--- src/rtl/alu_seq_pkg.sv ---
`default_nettype none
// ----------------------------------------------------------------------------
// alu_seq_pkg : opcode constants and FSM state encoding for alu_sequencer
// Revision    : 1.0
// ----------------------------------------------------------------------------
package alu_seq_pkg;

    localparam logic [3:0] OP_ADD  = 4'b0000;
    localparam logic [3:0] OP_SUB  = 4'b0001;
    localparam logic [3:0] OP_AND  = 4'b0010;
    localparam logic [3:0] OP_OR   = 4'b0011;
    localparam logic [3:0] OP_XOR  = 4'b0100;
    localparam logic [3:0] OP_NOTA = 4'b0101;
    localparam logic [3:0] OP_SHL  = 4'b0110;
    localparam logic [3:0] OP_SHR  = 4'b0111;
    localparam logic [3:0] OP_LOAD = 4'b1000;
    localparam logic [3:0] OP_ZERO = 4'b1111;

    typedef enum logic [1:0] {
        ST_IDLE = 2'd0,
        ST_EXEC = 2'd1,
        ST_RESP = 2'd2
    } state_t;

endpackage
`default_nettype wire

--- src/rtl/seq_regfile.sv ---
`default_nettype none
// ----------------------------------------------------------------------------
// seq_regfile : 4x4 register file, two async read ports, one sync write port
// Revision    : 1.0
// ----------------------------------------------------------------------------
module seq_regfile (
    input  logic       clk,
    input  logic       rst,
    input  logic       i_we,
    input  logic [1:0] i_waddr,
    input  logic [3:0] i_wdata,
    input  logic [1:0] i_raddr_a,
    input  logic [1:0] i_raddr_b,
    output logic [3:0] o_rdata_a,
    output logic [3:0] o_rdata_b
);

    logic [3:0] r_mem [0:3];

    always_ff @(posedge clk or posedge rst) begin
        if (rst) begin
            for (int i = 0; i < 4; i++) begin
                r_mem[i] <= 4'd0;
            end
        end else if (i_we) begin
            r_mem[i_waddr] <= i_wdata;
        end
    end

    assign o_rdata_a = r_mem[i_raddr_a];
    assign o_rdata_b = r_mem[i_raddr_b];

endmodule
`default_nettype wire

--- src/rtl/alu_sequencer.sv ---
`default_nettype none
// ----------------------------------------------------------------------------
// alu_sequencer : issues register-file commands to an external ALU, writes back
//                 the result and returns it on a ready/valid response port
// Revision      : 1.0
// ----------------------------------------------------------------------------
module alu_sequencer
    import alu_seq_pkg::*;
(
    input  logic       clk,
    input  logic       rst,
    input  logic       cmd_valid,
    output logic       cmd_ready,
    input  logic [3:0] cmd_op,
    input  logic [1:0] cmd_rd,
    input  logic [1:0] cmd_ra,
    input  logic [1:0] cmd_rb,
    input  logic [3:0] cmd_imm,
    output logic [3:0] alu_a,
    output logic [3:0] alu_b,
    output logic [3:0] alu_s,
    input  logic [4:0] alu_res,
    output logic       rsp_valid,
    input  logic       rsp_ready,
    output logic [4:0] rsp_data
);

    state_t     r_state;
    logic [1:0] r_rd;
    logic [3:0] r_alu_a;
    logic [3:0] r_alu_b;
    logic [3:0] r_alu_s;
    logic [4:0] r_rsp_data;
    logic       r_rsp_valid;

    logic       w_accept;
    logic       w_is_load;
    logic       w_we;
    logic [1:0] w_waddr;
    logic [3:0] w_wdata;
    logic [3:0] w_rdata_a;
    logic [3:0] w_rdata_b;

    assign cmd_ready = (r_state == ST_IDLE) && !rst;
    assign w_accept  = cmd_valid && cmd_ready;
    assign w_is_load = (cmd_op == OP_LOAD);

    // The only two write sources are a LOAD at accept time and the ALU result at EXEC end.
    assign w_we    = (w_accept && w_is_load) || (r_state == ST_EXEC);
    assign w_waddr = (r_state == ST_EXEC) ? r_rd : cmd_rd;
    assign w_wdata = (r_state == ST_EXEC) ? alu_res[3:0] : cmd_imm;

    seq_regfile u_rf (
        .clk       (clk),
        .rst       (rst),
        .i_we      (w_we),
        .i_waddr   (w_waddr),
        .i_wdata   (w_wdata),
        .i_raddr_a (cmd_ra),
        .i_raddr_b (cmd_rb),
        .o_rdata_a (w_rdata_a),
        .o_rdata_b (w_rdata_b)
    );

    // Operands are captured at accept, so a same-command write-back cannot disturb them.
    always_ff @(posedge clk or posedge rst) begin
        if (rst) begin
            r_state     <= ST_IDLE;
            r_rd        <= 2'd0;
            r_alu_a     <= 4'd0;
            r_alu_b     <= 4'd0;
            r_alu_s     <= OP_ZERO;
            r_rsp_data  <= 5'd0;
            r_rsp_valid <= 1'b0;
        end else begin
            case (r_state)
                ST_IDLE: begin
                    if (w_accept) begin
                        if (w_is_load) begin
                            r_rsp_data  <= {1'b0, cmd_imm};
                            r_rsp_valid <= 1'b1;
                            r_state     <= ST_RESP;
                        end else begin
                            r_rd    <= cmd_rd;
                            r_alu_a <= w_rdata_a;
                            r_alu_b <= w_rdata_b;
                            r_alu_s <= cmd_op;
                            r_state <= ST_EXEC;
                        end
                    end
                end
                ST_EXEC: begin
                    r_rsp_data  <= alu_res;
                    r_rsp_valid <= 1'b1;
                    r_alu_a     <= 4'd0;
                    r_alu_b     <= 4'd0;
                    r_alu_s     <= OP_ZERO;
                    r_state     <= ST_RESP;
                end
                ST_RESP: begin
                    if (rsp_ready) begin
                        r_rsp_valid <= 1'b0;
                        r_state     <= ST_IDLE;
                    end
                end
                default: begin
                    r_state <= ST_IDLE;
                end
            endcase
        end
    end

    assign alu_a     = r_alu_a;
    assign alu_b     = r_alu_b;
    assign alu_s     = r_alu_s;
    assign rsp_data  = r_rsp_data;
    assign rsp_valid = r_rsp_valid;

endmodule
`default_nettype wire

--- config.mk ---
export PLATFORM = sky130hd
export DESIGN_NAME = alu_sequencer
export DESIGN_NICKNAME = d
export VERILOG_FILES = /design/src/rtl/alu_seq_pkg.sv /design/src/rtl/seq_regfile.sv /design/src/rtl/alu_sequencer.sv
export SDC_FILE = /design/constraint.sdc
export NUM_CORES = 1
export LEC_CHECK = 0
export ABC_AREA = 1
export CORE_MARGIN = 1
export CORE_UTILIZATION = 51
export DETAILED_ROUTE_END_ITERATION = 7
export PLACE_DENSITY = 0.84
export REMOVE_ABC_BUFFERS = 1
export SLEW_MARGIN = 25
export SYNTH_ARGS = -nofsm -noshare
export SYNTH_HDL_FRONTEND = slang
export SYNTH_HIERARCHICAL = 1
export SYNTH_SLANG_ARGS = --single-unit
--- constraint.sdc ---
create_clock -name clk -period 2.84 [get_ports clk]
set_input_delay 0.852 -clock clk [delete_from_list [all_inputs] [get_ports clk]]
set_output_delay 0.852 -clock clk [all_outputs]
set_load 0.05 [all_outputs]
After elaboration in Yosys (flattened, before gate mapping) --
Cells that the tools add are included. W data, S select, Z words.
Storage, ports and cells: bits in read-only memories 0, bits of input ports 23, bits in registers 38, RAM bits 0, bits in latches 0, logic and storage cells 71, memories 0
Operators by class: magnitude comparators 4, div/mod/pow operators 0, bitwise logic cells 4, shifts and indexed selects 0, equal/unequal tests 7, reductions and logical operators 14, multipliers 0, add/subtract/negate cells 0, multiplexer cells 31
Operators by type and width (count):
- $mux W4 | 12
- $pmux W4 S2 | 3
- $bmux W4 S2 | 2
- $bwmux W16 | 1
- $mux W5 | 2
- $pmux W5 S2 | 1
- $ge A3 B3 Y1 const B | 3
- $not A2 Y3 | 3
- $reduce_and A3 Y1 | 3
- $demux W4 S2 | 1
- $mux W2 | 4
- $ne A2 B2 Y1 const B | 4
- $pmux W2 S3 | 1
- $eq A4 B4 Y1 const B | 1
- $logic_and A1 B1 Y1 | 4
- $reduce_and A4 Y1 | 1
- $lt A3 B1 Y1 const B | 1
- $mux W1 | 3
- $pmux W1 S3 | 1
- $reduce_bool A3 Y1 | 1
- $eq A2 B1 Y1 const B | 1
- $eq A2 B2 Y1 const B | 1
- $logic_not A2 Y1 | 1
- $reduce_and A2 Y1 | 1
- 4 further kinds | 4

Depth between registers and ports, before layout --
Gate-level depths: netlist of run 1.
depth after elaboration 8, mapped depth 10, gate-level depth less buffers 9

Modules after synthesis --
The synthesis of run 1 kept the hierarchy.
By module, submodules not included:
- alu_sequencer | sequential area each 555.5 um^2, cells each 130, instances 1, area each 1102.3 um^2
- seq_regfile | sequential area each 400.4 um^2, cells each 151, instances 1, area each 1007.2 um^2

Least setup slack after synthesis of run 1 --
OpenSTA, ideal clock, no wires.
kind input to output, start input rst, end output cmd_ready, data arrival time 1.506 ns, buffers on the path 0, required time 1.988 ns, stages on the path 1, path slack 0.482 ns, cells stage by stage nor2_1
On the way: word-level cells in the longest chain between the ends 2
RTL lines:
- start: declaration | RTL line alu_sequencer.sv:11 | input logic rst,
- $logic_not A1 Y1 (no source line)
- $logic_and A1 B1 Y1 | RTL line alu_sequencer.sv:44 | assign cmd_ready = (r_state == ST_IDLE) && !rst;
- end: declaration | RTL line alu_sequencer.sv:13 | output logic cmd_ready,
Every way passes these cells.

Worst setup path after layout of run 1 --
Same ends and word-level chain as after synthesis.

==> impl_metrics.yaml, run 1 <==
layout:
  fin_cells: 377
  final_nets: 349
  fillerInstances: 321
  drive_gt1_share_pct: 15.3
  final_cell_mix: "nand2_1, clkdlybuf4s50_1, dfrtp_1, inv_1, nand3_1"
  diodes: 0
  synthToLayoutAreaGrowth_pct: 28.2
  layout_commonest_cell: "nand2_1"
grt:
  grt_usage_pct: 23.6
  grt_pass1_vias: 1818
  grt_max_degree: 21
  grt_pass1_wl_um: 7820
  antenna_found_initial: 0
  grt_remaining_overflow: 0
clock_network:
  cts_hold_buf: 0
  cts_buffer_depth: 2
  cts-root-buf: "clkbuf_8"
  postCtsSetupBuffers: 0
  cts_htree_levels: 2
  cts_resized: 0
  insertion_delay_ps: 300
  cts_sinks: 38
  cts_tree: "done"
  clk_pin_slew_ps: 80
  numCtsBuffers: 5
timing:
  fin_crit_ps: 2500
  tns_ps: 0
  worst_slack_ps: 342
  skew_ps: 6.63
  hold_violations: 0
  tightest_slew_ps: 597
  grt_setup_unrepaired: "no"
  period_share_pct: 87.9
  fmax_mhz: 400
  drv_slew: 0
  setup_viol: 0
  slew_headroom_pct: 60.2
synthesis:
  ys_warn_count: 6
  synth_top_area_share_pct: 40.3
  synth_cell_types: 25
  synth_top_area_cell: "dfrtp_1"
  synth_area_um2: 2110
  yosysSeqAreaShare_pct: 45.3
  synthTopCellsByArea: "dfrtp_1, nand2_1, inv_1"
  syn_avg_cell_area_um2: 7.51
  yosys_register_bits: 38
  synthCells: 281
run_status:
  run_status: "complete, no violations"
die:
  fp.coreArea_um2: 3970
  fp-row-count: 23
  start_util_pct: 53.1
  pin_count: 42
  die_area_um2: 4400
  die_w_um: 66.3
  dieHeight_um: 66.3
route:
  m1WireLength_um: 1950
  drtPass1Iterations: 4
  wl_met3_um: 261
  wl_um: 4410
  vias: 1891
  via_per_inst: 5.02
  antenna_left: 0
  met2_length_um: 2080
  wire_per_inst_um: 11.7
  drc: 0
  first_iter_violations: 94
  highest_layer: "met4"
setup_path:
  r2r_cells: 9
  cp_max_fo: 2
  worstSetupEndpoint: "cmd_ready"
  path_class: "input port to primary output"
  worstPathArrival_ps: 1650
  cp-start-kind: "input port"
  cp-startpoint: "rst"
  regToRegSetupSlack_ps: 1080
  worstReg2RegEnd: "u_rf/r_mem[8]"
  critPathRequiredTime_ps: 1990
  crit-reg2reg-launch: "r_state[1]"
  end_kind: "primary output"
min_path:
  hold_path_class: "register to register"
  hold_depth: 2
power_and_ir_drop:
  ir_worst_vdd_uv: 808
  power_leakage_nw: 1.43
  total_power_mw: 2.54
  power_density_nw_per_um2: 938
placement:
  pre_cts_ws_ps: 343
  port_buffers: 41
  dp_cells: 369
  hpwl_um: 3380
  place_congestion: 0.904
flow_run:
  drv_cap: 0
layout make-up:
cell class,count,area [um^2],share of cell area (%)
tap,50,62.6,2.31
multi-input combinational,199,945,34.9
clock buffer,6,82.6,3.05
clock inverter,2,60.1,2.22
timing repair buffer,44,443,16.4
inverter,38,155,5.74
sequential,38,956,35.4
per-layer routing:
| metal | track usage (%) | up-vias |
|---|---|---|
| met3 | 6.21 | 12 |
| met5 | 0 | - |
| met1 | 28.7 | 851 |
| met4 | 12.0 | 0 |
| met2 | 38.3 | 64 |
| li1 | - | 964 |
power breakdown:
part	internal [mW]	switching, mW
Sequential	0.764	0.126
Clock	0.375	0.194
Combinational	0.367	0.710
worst max-delay path, cell delays in order:
cell	delay (ps)
clkdlybuf4s50_1	430
nor2_1	200
buf_12	170
cell families after synthesis:
| logic type | synth area share (%) |
|---|---|
| compound gates | 3.86 |
| flops | 45.3 |
| buf+inv | 9.91 |
| simple gates | 40.9 |
stage by stage:
stage | hold WS [ps] | util, % | instance area (um^2)
final | 476 | 68.1 | 2700
after global routing | 495 | 68.1 | 2700
after CTS | 477 | 68.1 | 2700
after detailed placement | 459 | 64.5 | 2560
after global placement | 457 | 64.5 | 2560
after floorplan | 442 | - | 2060
worst min path at each step:
stage,startpoint,end
CTS,u_rf/r_mem[12],u_rf/r_mem[12]
global placement,u_rf/r_mem[9],u_rf/r_mem[9]
global route,alu_s[0],alu_s[0]
finish,alu_s[3],alu_s[3]
floorplan,u_rf/r_mem[10],u_rf/r_mem[10]
detailed placement,u_rf/r_mem[12],u_rf/r_mem[12]
sequential cells by signal, summed over array words and instances, names as in the netlist:
register	flops
r_rd	2
alu_s	4
r_state	2
alu_b	4
rsp_valid	1
u_rf/r_mem	16
alu_a	4
rsp_data	5
cells in the mapped netlist:
cell type,n
o21bai_1,1
dfrtp_1,34
buf_12,1
o21ai_4,1
o21ai_0,1
nand4_1,12
o21ai_2,2
nor2_4,1
nand3_4,2
o21ai_1,7
inv_4,3
nand2_2,15
buf_2,3
buf_4,1
clkinv_4,1
nor3_2,1
inv_2,3
nand3_1,16
dfstp_2,4
nand2_4,1
inv_1,31
nand2_1,127
nand3_2,4
nor2_1,8
buf_6,1
Power figures use the tool's default switching activity.
==> inputs of run 2 (changes only) <==
CORE_UTILIZATION = 50   (was 51)
PLACE_DENSITY = 0.83   (was 0.84)
==> impl_metrics.yaml, run 2 (synthesized netlist as in run 1, its figures left out) <==
run_status:
  run_status: "complete, no violations"
die:
  dieHeight_um: 67.0
  die_w_um: 67.0
  start_util_pct: 52.4
  fp.coreArea_um2: 4030
  fp-row-count: 23
  die_area_um2: 4480
  pin_count: 42
setup_path:
  regToRegSetupSlack_ps: 1100
  crit_chain: "clkdlybuf4s50_1, nor2_1, buf_12"
  worst-path-buf-inv: 2
  worstPathArrival_ps: 1640
  crit-reg2reg-launch: "r_state[1]"
  cp_max_fo: 2
  crit_family: "buffers and inverters"
  end_kind: "primary output"
  path_class: "input port to primary output"
  crit_slowest_cell: "clkdlybuf4s50_1"
  cp_slowest_stage_delay_ps: 420
  worstReg2RegEnd: "u_rf/r_mem[2]"
  r2r_cells: 8
  cp-start-kind: "input port"
  critPathRequiredTime_ps: 1990
layout:
  final_nets: 349
  diodes: 0
  finalCoreUtilization_pct: 66.3
  drive_gt1_share_pct: 15.3
  multiInputGateArea_um2: 945
  largest_register: "u_rf/r_mem"
  largest_reg_flops: 16
  final_cell_mix: "nand2_1, clkdlybuf4s50_1, dfrtp_1, inv_1, nand3_1"
  regArea_um2: 956
  synthToLayoutAreaGrowth_pct: 26.6
  fillerInstances: 354
  layout_commonest_cell: "nand2_1"
clock_network:
  postCtsSetupBuffers: 0
  cts_buffer_depth: 2
  cts_tree: "done"
  insertion_delay_ps: 290
  cts-root-buf: "clkbuf_8"
  numCtsBuffers: 5
  cts_htree_levels: 2
  cts_hold_buf: 0
  clk_pin_slew_ps: 80
  cts_resized: 0
  cts_sinks: 38
power_and_ir_drop:
  combPwrFrac_pct: 44.8
  netSwitchingFraction_pct: 42.8
  p_sw_mw: 1.04
  ir_worst_vdd_uv: 515
  clkPwrFrac_pct: 18.5
  intPower_mw: 1.39
  power_leakage_nw: 1.42
  power_frac_seq_pct: 36.7
  power_density_nw_per_um2: 910
min_path:
  hold_path_class: "register to register"
  hold_depth: 2
  worstHoldStart: "u_rf/r_mem[10]"
  holdPathEnd: "u_rf/r_mem[10]"
route:
  wl_um: 4550
  via_per_inst: 5.09
  first_iter_violations: 160
  wire_per_inst_um: 12.1
  vias: 1918
  drc: 0
  drtPass1Iterations: 4
  antenna_left: 0
grt:
  grt_remaining_overflow: 0
  antenna_found_initial: 0
  grt_pass1_wl_um: 8050
  grt_usage_pct: 24.1
  grt_max_degree: 21
  grt_pass1_vias: 1785
flow_run:
  drv_cap: 0
placement:
  place_congestion: 0.864
  hpwl_um: 3470
  port_buffers: 41
timing:
  tns_ps: 0
  period_share_pct: 87.7
  setup_viol: 0
  fin_crit_ps: 2490
  grt_setup_unrepaired: "no"
  tightest_slew_ps: 594
  slew_headroom_pct: 60.3
  skew_ps: 6.51
  hold_violations: 0
  hold_slack_ps: 474
  fmax_mhz: 401
  drv_slew: 0
run 2: cell count changes in the layout (fill, tap and decap cells not counted), sizes merged:
cell,before,now
clkbuf,6,5
bufinv,2,1
clkinv,1,3
run 2: per-layer routing:
layer | wire length [um] | up-vias | global-route usage, %
li1 | - | 964 | -
met1 | 2020 | 874 | 30.0
met2 | 2240 | 74 | 41.0
met3 | 223 | 6 | 4.45
met4 | 59 | 0 | 9.31
met5 | 0 | - | 0
run 2: power by group through the flow:
| stage | Clock [mW] | Sequential (mW) | Combinational, mW |
|---|---|---|---|
| floorplan | 0 | 1.19 | 0.444 |
| global placement | 0 | 0.887 | 1.06 |
| detailed placement | 0 | 0.897 | 1.09 |
| CTS | 0.460 | 0.890 | 1.09 |
| global route | 0.486 | 0.919 | 1.19 |
| finish | 0.450 | 0.891 | 1.09 |
run 2: through the flow:
stage                     instances  area (um^2)  total power [mW]  setup WS [ps]
after floorplan                 275         2060              1.63            482
after detailed placement        369         2560              1.98            342
after global routing            377         2670              2.60            299
final                           377         2670              2.43            348
after global placement          369         2560              1.95            363
after CTS                       377         2670              2.44            342
run 2: cell type report:
type	count	area share, %
multi-input cells	199	35.4
clock inverters	3	1.50
well taps	50	2.34
inverters	38	5.81
clock buffers	5	2.58
repair buffers	44	16.6
flip-flops and latches	38	35.8
run 2: worst max path at each step:
stage                     from         to  slack (ps)  cells past startpoint
after floorplan            rst  cmd_ready         480                      1
after global placement     rst  cmd_ready         360                      3
after detailed placement   rst  cmd_ready         340                      3
after CTS                  rst  cmd_ready         340                      3
after global routing       rst  cmd_ready         300                      3
final                      rst  cmd_ready         350                      3
run 2: worst register-to-register path, cell delays in order, from the launching register on:
cell,delay (ps)
dfrtp_1,430
inv_2,120
nand2_2,140
inv_2,230
nand2_1,90
nand2_1,310
nand3_4,170
nand2_1,100
o21ai_1,60
